### config.mk
export PLATFORM = sky130hd
export DESIGN_NAME = debug_uart_tx_fifo
export DESIGN_NICKNAME = d
export VERILOG_FILES = /design/src/rtl/debug_uart_tx_fifo.sv
export SDC_FILE = /design/constraint.sdc
export NUM_CORES = 1
export LEC_CHECK = 0
export CORE_MARGIN = 8
export CORE_UTILIZATION = 50
export DETAILED_ROUTE_END_ITERATION = 10
export GPL_ROUTABILITY_DRIVEN = 0
export PLACE_DENSITY = 0.73
export REMOVE_ABC_BUFFERS = 1
export SYNTH_ARGS = -nofsm -noshare
export SYNTH_HDL_FRONTEND = slang
export SYNTH_SLANG_ARGS = --single-unit
### constraint.sdc
create_clock -name clk -period 2.81 [get_ports clk]
set_input_delay 0.4215 -clock clk [delete_from_list [all_inputs] [get_ports clk]]
set_output_delay 0.4215 -clock clk [all_outputs]
set_load 0.03 [all_outputs]
### src/rtl/debug_uart_tx_fifo.sv
// Buffered 8N1 UART transmitter: bytes enter a small FIFO over a valid/ready
// handshake and are shifted out LSB first with one start and one stop bit.
module debug_uart_tx_fifo #(
    parameter int c_CLKS_PER_BIT = 87,
    parameter int c_FIFO_DEPTH   = 8
) (
    input  logic                            clk,
    input  logic                            rst,
    input  logic                            in_tx_dv,
    input  logic [7:0]                      in_tx_byte,
    output logic                            out_tx_ready,
    output logic [$clog2(c_FIFO_DEPTH):0]   out_fifo_count,
    output logic                            out_tx_serial,
    output logic                            out_tx_active,
    output logic                            out_tx_done,
    output logic                            out_overflow
);
    localparam int c_AW = $clog2(c_FIFO_DEPTH);
    localparam int c_CW = c_AW + 1;
    localparam int c_TW = $clog2(c_CLKS_PER_BIT);
    localparam logic [c_TW-1:0] c_BIT_LAST  = c_TW'(c_CLKS_PER_BIT - 1);
    localparam logic [c_CW-1:0] c_DEPTH_CNT = c_CW'(c_FIFO_DEPTH);

    typedef enum logic [1:0] {IDLE, START, DATA, STOP} state_t;

    state_t          r_state, w_stateNext;
    logic [7:0]      r_mem [c_FIFO_DEPTH];
    logic [c_AW-1:0] r_wrPtr, r_rdPtr;
    logic [c_CW-1:0] r_count;
    logic [c_TW-1:0] r_clkCnt, w_clkCntNext;
    logic [2:0]      r_bitIdx, w_bitIdxNext, w_bitIdxInc;
    logic [7:0]      r_shift, w_shiftNext;
    logic            r_serial, w_serialNext;
    logic            r_done, w_doneNext;
    logic            r_overflow;
    logic            w_full, w_write, w_pop;

    // Full is judged from the registered count only, so a pop never frees a slot in the same cycle.
    assign w_full      = (r_count == c_DEPTH_CNT);
    assign w_write     = in_tx_dv && !w_full;
    assign w_bitIdxInc = r_bitIdx + 3'd1;

    always_ff @(posedge clk) begin
        if (w_write) begin
            r_mem[r_wrPtr] <= in_tx_byte;
        end
    end

    always_ff @(posedge clk or negedge rst) begin
        if (!rst) begin
            r_wrPtr    <= '0;
            r_rdPtr    <= '0;
            r_count    <= '0;
            r_overflow <= 1'b0;
        end else begin
            if (w_write) r_wrPtr <= r_wrPtr + 1'b1;
            if (w_pop)   r_rdPtr <= r_rdPtr + 1'b1;
            if (w_write && !w_pop) begin
                r_count <= r_count + 1'b1;
            end else if (w_pop && !w_write) begin
                r_count <= r_count - 1'b1;
            end
            if (in_tx_dv && w_full) r_overflow <= 1'b1;
        end
    end

    always_ff @(posedge clk or negedge rst) begin
        if (!rst) begin
            r_state  <= IDLE;
            r_clkCnt <= '0;
            r_bitIdx <= '0;
            r_shift  <= '0;
            r_serial <= 1'b1;
            r_done   <= 1'b0;
        end else begin
            r_state  <= w_stateNext;
            r_clkCnt <= w_clkCntNext;
            r_bitIdx <= w_bitIdxNext;
            r_shift  <= w_shiftNext;
            r_serial <= w_serialNext;
            r_done   <= w_doneNext;
        end
    end

    // The line value for the next bit is chosen here so the serial output comes straight from a flop.
    always_comb begin
        w_stateNext  = r_state;
        w_clkCntNext = r_clkCnt;
        w_bitIdxNext = r_bitIdx;
        w_shiftNext  = r_shift;
        w_serialNext = r_serial;
        w_doneNext   = 1'b0;
        w_pop        = 1'b0;
        case (r_state)
            IDLE: begin
                w_serialNext = 1'b1;
                if (r_count != '0) begin
                    w_pop        = 1'b1;
                    w_shiftNext  = r_mem[r_rdPtr];
                    w_clkCntNext = '0;
                    w_serialNext = 1'b0;
                    w_stateNext  = START;
                end
            end
            START: begin
                if (r_clkCnt == c_BIT_LAST) begin
                    w_clkCntNext = '0;
                    w_bitIdxNext = 3'd0;
                    w_serialNext = r_shift[0];
                    w_stateNext  = DATA;
                end else begin
                    w_clkCntNext = r_clkCnt + 1'b1;
                end
            end
            DATA: begin
                if (r_clkCnt == c_BIT_LAST) begin
                    w_clkCntNext = '0;
                    if (r_bitIdx == 3'd7) begin
                        w_bitIdxNext = 3'd0;
                        w_serialNext = 1'b1;
                        w_stateNext  = STOP;
                    end else begin
                        w_bitIdxNext = w_bitIdxInc;
                        w_serialNext = r_shift[w_bitIdxInc];
                    end
                end else begin
                    w_clkCntNext = r_clkCnt + 1'b1;
                end
            end
            STOP: begin
                if (r_clkCnt == c_BIT_LAST) begin
                    w_clkCntNext = '0;
                    w_doneNext   = 1'b1;
                    w_stateNext  = IDLE;
                end else begin
                    w_clkCntNext = r_clkCnt + 1'b1;
                end
            end
            default: begin
                w_stateNext = IDLE;
            end
        endcase
    end

    assign out_tx_ready   = !w_full;
    assign out_fifo_count = r_count;
    assign out_tx_serial  = r_serial;
    assign out_tx_active  = (r_state != IDLE);
    assign out_tx_done    = r_done;
    assign out_overflow   = r_overflow;

endmodule

==> qor.yml <==
setup_path:
  slowest_stage: "dfrtp_1"
  max_stage_delay_ns: 0.46
  crit_buf_inv: 3
  arrival_ns: 2.85
  path_max_fanout: 5
  required_ns: 3.09
  worstSetupEndpointType: "flop"
  crit_family: "adder cells"
  worstSetupStartpointType: "flop"
  cpMostUsedCell: "inv_1"
  critical_path_class: "reg2reg"
  path_cells: "nor4b_2, inv_1, nand2_1, inv_1, ha_1, inv_1, ha_1, a21o_1, a21oi_1, mux2i_1, xnor2_1"
synthesis:
  synth.avg_cell_area_um2: 15.3
  yosysWarnings: 0
  netlist.area_leader.share_pct: 45.2
  ys_types: 44
  synth_area_leaders: "edfxtp_1 (45%), dfrtp_1 (19%), mux4_2 (9.5%), ha_1 (4.1%), nand2_1 (2.4%)"
  netlist_instances: 277
  async_flop_share_pct: 34.0
  synth_commonest_cells: "edfxtp_1 (64), dfrtp_1 (32), nand2_1 (27), mux4_2 (18), o21ai_0 (18)"
  yosysTopAreaCell: "edfxtp_1"
  ys_ff_latch: 97
  synth_edf_count: 64
  yosysSeqAreaShare_pct: 64.7
  yosysMostFrequentCell: "edfxtp_1"
  synthFlopType: "edfxtp_1"
  synth_area_um2: 4250
sta:
  max_slew.worst_pin.slew_ns: 0.764
  fin_ws_ns: 0.232
  report.final.setup_viol: 0
  rsz0062_at_grt: "false"
  post-route-period-util_pct: 91.7
  fin_skew_ns: 0.0162
  setup_tns_ns: 0
  finalHoldViolCount: 0
  fmax_mhz: 388
  fin_crit_ns: 2.58
  slew-limit-headroom_pct: 49.0
  drv_slew: 0
place:
  place_hpwl_um: 5040
  dp_slack_ns: 0.149
  io_buffers: 19
drt:
  vias: 2313
  routed_wl_um: 7430
  dr.pass1.iters: 6
  drt-initial-drc-count: 101
  drc_errors: 0
  postRouteAntennaNets: 0
  post_drt_wl_per_cell_um: 17.7
  via_per_inst: 5.51
power_and_ir_drop:
  p_seq_share_pct: 53.8
  p_per_area_nw_per_um2: 705
  power_switching_share_pct: 29.6
  p_leak_nw: 1.77
  switchingPower_w: 0.00100
  pwr-share-comb_pct: 21.1
  peakVddDrop_mv: 0.405
  pwr-share-clk_pct: 25.1
  internal-power_w: 0.00239
final_layout:
  syn2layout_area_growth_pct: 13.1
  layout-drive-gt1-share_pct: 18.1
  diodes: 0
  final_nets: 336
  multi_input_area_um2: 1410
  regArea_um2: 2750
  nFillCells: 627
global_route:
  track_usage_pct: 13.7
  grt_max_degree: 34
  grt_overflow_total: 0
  antenna_found_initial: 0
  grt_pass1_wl_um: 12300
  grt_pass1_vias: 2469
cts:
  htree_levels: 3
  numCtsBuffers: 9
  cts.root.buffer_cell: "clkbuf_8"
  cts_tree: "built"
  insertion_delay_ns: 0.36
  ctsHoldBuffers: 0
  clkTransAtPathRegs_ns: 0.11
  clock_path_buffers: 2
  cts.sinks: 97
floorplan:
  dieArea_um2: 11700
  ios: 20
  core_um2: 8220
  row_count: 33
  die_w_um: 108
  initial_utilization_pct: 51.7
  fp.dieH_um: 108
run:
  cap_violations: 0
worst_hold_path:
  worstHoldPathType: "in2async"
status:
  status: "completed"
==> layer usage <==
layer  vias up  track usage (%)  part of all wire [%]
met5         -                0                     0
met4         0             5.75                   1.7
met3         9             3.51                   3.3
met2        30             23.9                    53
met1      1166             15.7                    42
li1       1108                -                     -
==> path summary, 6_finish.rpt <==
kind	startpoint	to	depth (start not counted)	slack, ns
setup / recovery	out_fifo_count[3]	out_fifo_count[3]	11	0.23
hold / removal	rst	r_clkCnt[4]	2	0.45
setup reg to reg	out_fifo_count[3]	out_fifo_count[3]	11	0.23
hold reg to reg	out_overflow	out_overflow	1	0.46
max in group asynchronous	rst	out_tx_serial	2	2.01
min in group clk	out_overflow	out_overflow	1	0.46
==> cell families (layout without fill, tap and decap cells) <==
logic type	after synthesis	after routing	share of synthesized area (%)
adders and majority gates	15	15	4.59
DFF	97	97	64.7
and+or+nand+nor	66	66	7.83
AOI/OAI and AO/OA	38	38	6.01
muxes	31	31	12.7
xor gates and xnor gates	9	9	1.85
buffers and inverters	21	59	2.35
==> metrics by stage <==
| step | util, % | power (W) | instance area (um2) | hold WS (ns) | instances |
|---|---|---|---|---|---|
| CTS | 58.4 | 0.00342 | 4800 | 0.463 | 420 |
| finish | 58.5 | 0.00339 | 4810 | 0.454 | 420 |
| floorplan | - | 0.00225 | 4190 | 0.126 | 266 |
| global placement | 56.2 | 0.00254 | 4610 | 0.442 | 404 |
| detailed placement | 56.2 | 0.00258 | 4610 | 0.444 | 404 |
| global route | 58.5 | 0.00354 | 4810 | 0.482 | 420 |
==> sequential cells by signal (all words and copies together), names as in the netlist <==
signal	flops
r_state	2
out_fifo_count	4
out_tx_done	1
r_rdPtr	3
out_overflow	1
r_clkCnt	7
r_wrPtr	3
out_tx_serial	1
r_bitIdx	3
r_mem	64
r_shift	8
==> power by group through the flow <==
stage	clock network, W	logic (W)	registers, W
finish	0.000852	0.000715	0.00182
global placement	0	0.000703	0.00184
global route	0.000925	0.000774	0.00184
floorplan	0	0.000319	0.00193
CTS	0.000872	0.000729	0.00182
detailed placement	0	0.000727	0.00185
==> placed cells by master (no fill, tap or decap), types with 2 or more instances in the layout <==
cell / count
ha_1: 14
mux2i_1: 10
inv_1: 10
clkbuf_8: 9
buf_4: 14
or3_1: 2
a21oi_1: 5
inv_6: 2
nand2_1: 27
nand2b_1: 3
nand3_1: 6
mux2_2: 3
xor2_1: 3
o21ai_0: 18
edfxtp_1: 64
nor3_1: 5
a21o_1: 5
and2_1: 2
clkdlybuf4s50_1: 19
nor2_1: 12
dfrtp_1: 32
mux4_2: 18
clkinv_4: 2
xnor2_1: 6
==> area by class of cell <==
class,instances,share of cell area (%)
Sequential cell,97,57.2
Multi-Input combinational cell,159,29.3
Timing Repair Buffer,33,6.14
Tap cell,105,2.73
Clock buffer,9,2.58
Clock inverter,7,1.33
Inverter,10,0.781
==> repair_timing <==
action,CTS,global route
resized for setup,0,1
setup buffers,0,0
endpoints found under the setup margin,0,1
Power figures use the tool's default switching activity.
